--- config.mk ---
export PLATFORM = sky130hd
export DESIGN_NAME = uart_tx_fifo
export DESIGN_NICKNAME = d
export VERILOG_FILES = /design/src/rtl/uart_pkg.sv /design/src/rtl/uart_sync_fifo.sv /design/src/rtl/uart_tx_fifo.sv
export SDC_FILE = /design/constraint.sdc
export NUM_CORES = 1
export LEC_CHECK = 0
export CAP_MARGIN = 20
export CORE_MARGIN = 2
export CORE_UTILIZATION = 40
export CTS_BUF_LIST = sky130_fd_sc_hd__clkbuf_8
export DETAILED_ROUTE_END_ITERATION = 12
export PLACE_DENSITY = 0.63
export RECOVER_POWER = 50
export SYNTH_ARGS = -nofsm -noshare
export SYNTH_HDL_FRONTEND = slang
export SYNTH_SLANG_ARGS = --single-unit
--- constraint.sdc ---
create_clock -name clk -period 5.3 [get_ports clk]
set_input_delay 0.795 -clock clk [delete_from_list [all_inputs] [get_ports clk]]
set_output_delay 0.795 -clock clk [all_outputs]
set_load 0.03 [all_outputs]
--- src/rtl/uart_pkg.sv ---
// Shared types and helpers for the buffered UART transmitter.
package uart_pkg;

  typedef enum logic [2:0] {
    IDLE,
    START,
    DATA,
    PARITY,
    STOP
  } state_e;

  localparam logic LINE_IDLE     = 1'b1;
  localparam int   MAX_DATA_BITS = 9;

  // Even parity of the (zero-extended) data word, inverted for odd parity.
  function automatic logic parity_bit(input logic [MAX_DATA_BITS-1:0] data, input logic odd);
    return (^data) ^ odd;
  endfunction

endpackage

--- src/rtl/uart_sync_fifo.sv ---
// Synchronous FIFO with occupancy count; rdata shows the head entry combinationally.
// Caller must not push when full or pop when empty.
module uart_sync_fifo #(
  parameter int WIDTH = 8,
  parameter int DEPTH = 4
) (
  input  logic                     clk,
  input  logic                     rst,
  input  logic                     push,
  input  logic                     pop,
  input  logic [WIDTH-1:0]         wdata,
  output logic [WIDTH-1:0]         rdata,
  output logic                     full,
  output logic                     empty,
  output logic [$clog2(DEPTH):0]   level
);

  localparam int AW = $clog2(DEPTH);

  logic [WIDTH-1:0] mem_q [DEPTH];
  logic [AW-1:0]    wr_ptr_q, wr_ptr_d;
  logic [AW-1:0]    rd_ptr_q, rd_ptr_d;
  logic [AW:0]      level_q, level_d;

  always_comb begin
    wr_ptr_d = wr_ptr_q;
    rd_ptr_d = rd_ptr_q;
    level_d  = level_q;
    if (push) wr_ptr_d = wr_ptr_q + AW'(1);
    if (pop)  rd_ptr_d = rd_ptr_q + AW'(1);
    case ({push, pop})
      2'b10:   level_d = level_q + (AW+1)'(1);
      2'b01:   level_d = level_q - (AW+1)'(1);
      default: level_d = level_q;
    endcase
  end

  always_ff @(posedge clk) begin
    if (rst) begin
      wr_ptr_q <= '0;
      rd_ptr_q <= '0;
      level_q  <= '0;
    end else begin
      wr_ptr_q <= wr_ptr_d;
      rd_ptr_q <= rd_ptr_d;
      level_q  <= level_d;
    end
  end

  // Storage needs no reset; the pointers and count define validity.
  always_ff @(posedge clk) begin
    if (push) mem_q[wr_ptr_q] <= wdata;
  end

  assign rdata = mem_q[rd_ptr_q];
  assign full  = (level_q == (AW+1)'(DEPTH));
  assign empty = (level_q == '0);
  assign level = level_q;

endmodule

--- src/rtl/uart_tx_fifo.sv ---
// Buffered UART TX: FIFO feeding an LSB-first serialiser; start bit 2 cycles after push into an idle block.
// Define UART_TX_PARITY_EN to insert a parity bit (PARITY_ODD selects odd) between data and stop bits.
module uart_tx_fifo
  import uart_pkg::*;
#(
  parameter int CLK_DIV    = 5208,
  parameter int DATA_BITS  = 8,
  parameter int STOP_BITS  = 1,
  parameter int FIFO_DEPTH = 4,
  parameter int PARITY_ODD = 0
) (
  input  logic                          clk,
  input  logic                          rst,
  input  logic [DATA_BITS-1:0]          tx_data,
  input  logic                          tx_valid,
  output logic                          tx_ready,
  output logic                          txd,
  output logic                          busy,
  output logic [$clog2(FIFO_DEPTH):0]   fifo_level
);

  localparam int CNT_W = $clog2(CLK_DIV);
  localparam int BIT_W = 4;

  state_e               state_q, state_d;
  logic [CNT_W-1:0]     baud_q, baud_d;
  logic [BIT_W-1:0]     bit_q, bit_d;
  logic [DATA_BITS-1:0] shift_q, shift_d;
  logic                 txd_q, txd_d;
  logic                 busy_q, busy_d;
  logic                 bit_end;
  logic                 load;
  logic                 fifo_push, fifo_pop, fifo_full, fifo_empty;
  logic [DATA_BITS-1:0] fifo_rdata;
`ifdef UART_TX_PARITY_EN
  logic                     parity_q, parity_d;
  logic [MAX_DATA_BITS-1:0] par_in;

  always_comb begin
    par_in                  = '0;
    par_in[DATA_BITS-1:0]   = fifo_rdata;
  end
`endif

  assign tx_ready  = !fifo_full;
  assign fifo_push = tx_valid && tx_ready;
  assign bit_end   = (baud_q == CNT_W'(CLK_DIV - 1));

  uart_sync_fifo #(
    .WIDTH (DATA_BITS),
    .DEPTH (FIFO_DEPTH)
  ) u_fifo (
    .clk   (clk),
    .rst   (rst),
    .push  (fifo_push),
    .pop   (fifo_pop),
    .wdata (tx_data),
    .rdata (fifo_rdata),
    .full  (fifo_full),
    .empty (fifo_empty),
    .level (fifo_level)
  );

  always_comb begin
    state_d  = state_q;
    bit_d    = bit_q;
    shift_d  = shift_q;
    load     = 1'b0;
    fifo_pop = 1'b0;
`ifdef UART_TX_PARITY_EN
    parity_d = parity_q;
`endif
    // Restarting at every bit boundary keeps each serial bit exactly CLK_DIV cycles.
    baud_d = (state_q == IDLE || bit_end) ? '0 : baud_q + CNT_W'(1);

    case (state_q)
      IDLE: begin
        if (!fifo_empty) load = 1'b1;
      end
      START: begin
        if (bit_end) begin
          state_d = DATA;
          bit_d   = '0;
        end
      end
      DATA: begin
        if (bit_end) begin
          shift_d = shift_q >> 1;
          if (bit_q == BIT_W'(DATA_BITS - 1)) begin
            bit_d = '0;
`ifdef UART_TX_PARITY_EN
            state_d = PARITY;
`else
            state_d = STOP;
`endif
          end else begin
            bit_d = bit_q + BIT_W'(1);
          end
        end
      end
`ifdef UART_TX_PARITY_EN
      PARITY: begin
        if (bit_end) state_d = STOP;
      end
`endif
      STOP: begin
        if (bit_end) begin
          if (bit_q == BIT_W'(STOP_BITS - 1)) begin
            bit_d = '0;
            if (!fifo_empty) load = 1'b1;
            else             state_d = IDLE;
          end else begin
            bit_d = bit_q + BIT_W'(1);
          end
        end
      end
      default: state_d = IDLE;
    endcase

    if (load) begin
      fifo_pop = 1'b1;
      shift_d  = fifo_rdata;
      state_d  = START;
      bit_d    = '0;
`ifdef UART_TX_PARITY_EN
      parity_d = parity_bit(par_in, PARITY_ODD != 0);
`endif
    end

    case (state_q)
      START:   txd_d = 1'b0;
      DATA:    txd_d = shift_q[0];
`ifdef UART_TX_PARITY_EN
      PARITY:  txd_d = parity_q;
`endif
      default: txd_d = LINE_IDLE;
    endcase

    busy_d = (state_q != IDLE) || !fifo_empty;
  end

  always_ff @(posedge clk) begin
    if (rst) begin
      state_q  <= IDLE;
      baud_q   <= '0;
      bit_q    <= '0;
      shift_q  <= '0;
      txd_q    <= LINE_IDLE;
      busy_q   <= 1'b0;
`ifdef UART_TX_PARITY_EN
      parity_q <= 1'b0;
`endif
    end else begin
      state_q  <= state_d;
      baud_q   <= baud_d;
      bit_q    <= bit_d;
      shift_q  <= shift_d;
      txd_q    <= txd_d;
      busy_q   <= busy_d;
`ifdef UART_TX_PARITY_EN
      parity_q <= parity_d;
`endif
    end
  end

  assign txd  = txd_q;
  assign busy = busy_q;

endmodule

==> impl_metrics.env <==
export IMPL_outcome="finished, final reports clean"
export IMPL_critPathMaxFanout=12
export IMPL_synth_edff_count=32
export IMPL_numClockSinks=71
export IMPL_synth_fa_ha_area_share_pct=3.85
export IMPL_cp_required_ns=5.58
export IMPL_avgSynthCellArea_um2=11.9
export IMPL_drc=0
export IMPL_synth_nets=282
export IMPL_yosys_warnings=0
export IMPL_rsz0062_at_grt="false"
export IMPL_grt_overflow_total=0
export IMPL_wirelength_um=5310
export IMPL_synth_top_family_by_area="simple AND/OR/NAND/NOR gates"
export IMPL_cpLargestDelayFamily="simple AND/OR/NAND/NOR gates"
export IMPL_antenna_found_initial=0
export IMPL_cts_htree_levels=3
export IMPL_routedWlPerCell_um=13.8
export IMPL_cp_num_buf_inv=3
export IMPL_max_freq_mhz=294
export IMPL_initial_utilization_pct=40.8
export IMPL_num_rows=32
export IMPL_cts_resized=0
export IMPL_synth_compound_area_share_pct=8.57
export IMPL_hpwl_um=3730
export IMPL_cts_tree="built"
export IMPL_startpoint_type="flip-flop"
export IMPL_p_int_uw=1010
export IMPL_die_y_um=92.4
export IMPL_grt_pass1_vias=1955
export IMPL_syn_cell_area_mm2=0.00312
export IMPL_leakagePower_uw=0.00125
export IMPL_fin_ws_ns=1.90
export IMPL_p_seq_share_pct=48.7
export IMPL_post_place_ws_ns=1.91
export IMPL_grt_max_degree=14
export IMPL_muxShareOfSynthArea_pct=9.09
export IMPL_min_period_over_period_pct=64.1
export IMPL_finalNetCount=298
export IMPL_drive_above_1_share_pct=10.6
export IMPL_drt_pass1_iter_count=4
export IMPL_fillerInstances=717
export IMPL_ys_ff_latch=71
export IMPL_synth_simple_area_share_pct=15.5
export IMPL_synth_xor_area_share_pct=3.93
export IMPL_setup_violations_final=0
export IMPL_cts_setup_buffers=0
export IMPL_async_flop_share_pct=0
export IMPL_setup_tns_ns=0
export IMPL_routed_via_density=5.23
export IMPL_clk_latency_ns=0.35
export IMPL_cts_hold_fix_buffers=0
export IMPL_crit_type="flip-flop to flip-flop"
export IMPL_path_cells="inv_1 -> ha_1 -> or3b_2 -> o41a_1 -> or2_1 -> clkinv_2 -> ha_1 -> inv_1 -> fa_1 -> xor2_1 -> or3_1 -> a21oi_1"
export IMPL_antenna_cells=0
export IMPL_clockPowerShare_pct=29.3
export IMPL_multi_input_area_mm2=0.00128
export IMPL_via_count=2013
export IMPL_die_w_um=92.4
export IMPL_worst_setup_path_end_kind="flip-flop"
export IMPL_clock_path_buffers=2
export IMPL_portBuffers=16
export IMPL_coreArea_mm2=0.00765
export IMPL_finalHoldViolCount=0
export IMPL_grt_pass1_wl_um=9270
export IMPL_hold_path_class="flip-flop to flip-flop"
export IMPL_crit_path_top_delay_cell="o41a_1"
export IMPL_power_share_switching_pct=30.1
export IMPL_ios=17
export IMPL_grt_usage_pct=14.0
export IMPL_p_switching_uw=436
export IMPL_min_period_ns=3.40
export IMPL_yosysSeqAreaShare_pct=55.8
export IMPL_worst_pin_slew_ns=0.970
export IMPL_slew_headroom_pct=34.7
export IMPL_area_growth_pct=13.8
export IMPL_cts_buffers=9
export IMPL_synth_cell_types=53
export IMPL_place_congestion=0.800
export IMPL_ys_flop_type="dfxtp_1"
export IMPL_power_density_mw_per_mm2=407
export IMPL_cpPeakStageDelay_ns=0.55
export IMPL_syn_inst=262
export IMPL_ant_nets=0
export IMPL_cts_root_buffer="clkbuf_8"
export IMPL_drtIter0Drc=71
export IMPL_dieArea_mm2=0.00853
export IMPL_path_clk_slew_ns=0.08
export IMPL_ir_drop_uv=225
export IMPL_max_cap_violations=0
export IMPL_power_frac_comb_pct=22.0
export IMPL_fin_worst_skew_ns=0.0104
export IMPL_arrival_ns=3.68
export IMPL_regArea_mm2=0.00174
export IMPL_slew_violations=0
[power groups by stage]
stage / combinational (uW) / clock [uW] / sequential, uW
6_report: 318 / 424 / 705
5_1_grt: 358 / 460 / 718
4_1_cts: 325 / 434 / 706
3_5_place_dp: 323 / 0 / 718
3_3_place_gp: 318 / 0 / 717
2_1_floorplan: 244 / 0 / 713
[kinds of logic after synthesis]
| kind of cell | count (synthesis) |
|---|---|
| and+or+nand+nor | 82 |
| DFF | 71 |
| AOI/OAI and AO/OA | 44 |
| buffers and inverters | 24 |
| muxes | 18 |
| xor gates and xnor gates | 14 |
| adders and majority gates | 9 |
[layer usage]
| metal | vias to the layer above | share of wire (%) | global-route usage [%] |
|---|---|---|---|
| li1 | 1012 | - | - |
| met1 | 962 | 47 | 18.2 |
| met2 | 31 | 47 | 21.7 |
| met3 | 8 | 3.5 | 5.04 |
| met4 | 0 | 2.0 | 5.10 |
| met5 | - | 0 | 0 |
[final cells by class]
cell class,instances,area share (%)
Sequential cell,71,49.0
Tap cell,102,3.59
Timing Repair Buffer,16,4.51
Multi-Input combinational cell,167,36.0
Clock buffer,9,3.49
Inverter,13,1.41
Clock inverter,7,2.01
[path summary, 6_finish.rpt]
kind	to	slack [ns]	startpoint	cells after the start
hold / removal	baud_q[0]$_SDFF_PP0_	0.44	baud_q[0]$_SDFF_PP0_	1
setup / recovery	u_fifo.level[2]$_SDFFE_PP0P_	1.90	bit_q[0]$_SDFFE_PP0P_	12
setup reg to reg	u_fifo.level[2]$_SDFFE_PP0P_	1.90	bit_q[0]$_SDFFE_PP0P_	12
hold reg to reg	baud_q[0]$_SDFF_PP0_	0.44	baud_q[0]$_SDFF_PP0_	1
[metrics by stage]
step	total power [uW]	util, %	hold slack, ns	instances	cell area (um^2)
CTS	1470	46.5	0.448	385	3550
finish	1450	46.5	0.441	385	3550
global placement	1030	43.9	0.428	369	3360
floorplan	956	-	0.413	262	3120
global route	1540	46.5	0.494	385	3550
detailed placement	1040	43.9	0.438	369	3360
[state kept, by name (all words and copies together) (netlist names), named ones only]
signal           cells
u_fifo.level         3
txd                  1
baud_q              13
shift_q              8
u_fifo.wr_ptr_q      2
bit_q                4
u_fifo.rd_ptr_q      2
state_q              3
u_fifo.mem_q        32
busy                 1
[worst register-to-register path, cell delays in order, from the launching register on]
cell and delay [ns]:
dfxtp_1 0.34, inv_1 0.08, ha_1 0.15, or3b_2 0.46, o41a_1 0.55, or2_1 0.43, clkinv_2 0.12, ha_1 0.18
inv_1 0.06, fa_1 0.37, xor2_1 0.16, or3_1 0.31, a21oi_1 0.14
[cells in the mapped netlist, drive strengths merged, types with 3 or more instances]
master	n	area (um^2)
and3	5	31.3
inv	12	45.0
nand2b	3	18.8
nor3	3	15.0
mux4	8	180
buf	4	26.3
xor2	11	96.3
xnor2	3	26.3
a31oi	3	18.8
dfxtp	39	781
ha	8	100
edfxtp	32	961
clkbuf	7	26.3
mux2i	7	70.1
nor4bb	3	30.0
o31ai	8	60.1
or3	3	18.8
nand4	8	56.3
nand2	7	26.3
nand3	9	45.0
mux2	3	33.8
a21oi	18	90.1
o21ai	9	45.0
nor2	21	78.8
[cell usage in the layout, fill, tap and decap left out, types with 2 or more instances in the layout]
cell type         n
a21oi_1          18
a31oi_1           3
and3_1            5
and4_1            2
clkbuf_8          9
clkdlybuf4s50_1   6
clkinv_1          2
dfxtp_1          39
dlygate4sd3_1    10
edfxtp_1         32
ha_1              8
inv_1            12
inv_6             2
mux2_1            2
mux2i_1           7
mux4_2            8
nand2_1           7
nand2b_1          3
nand3_1           9
nand4_1           7
nor2_1           21
nor3_1            3
nor4_1            2
nor4bb_1          3
o21ai_0           8
o31ai_1           8
or3_1             3
xnor2_1           3
xor2_1           11
Note: power is estimated with default switching activity, not from simulation.
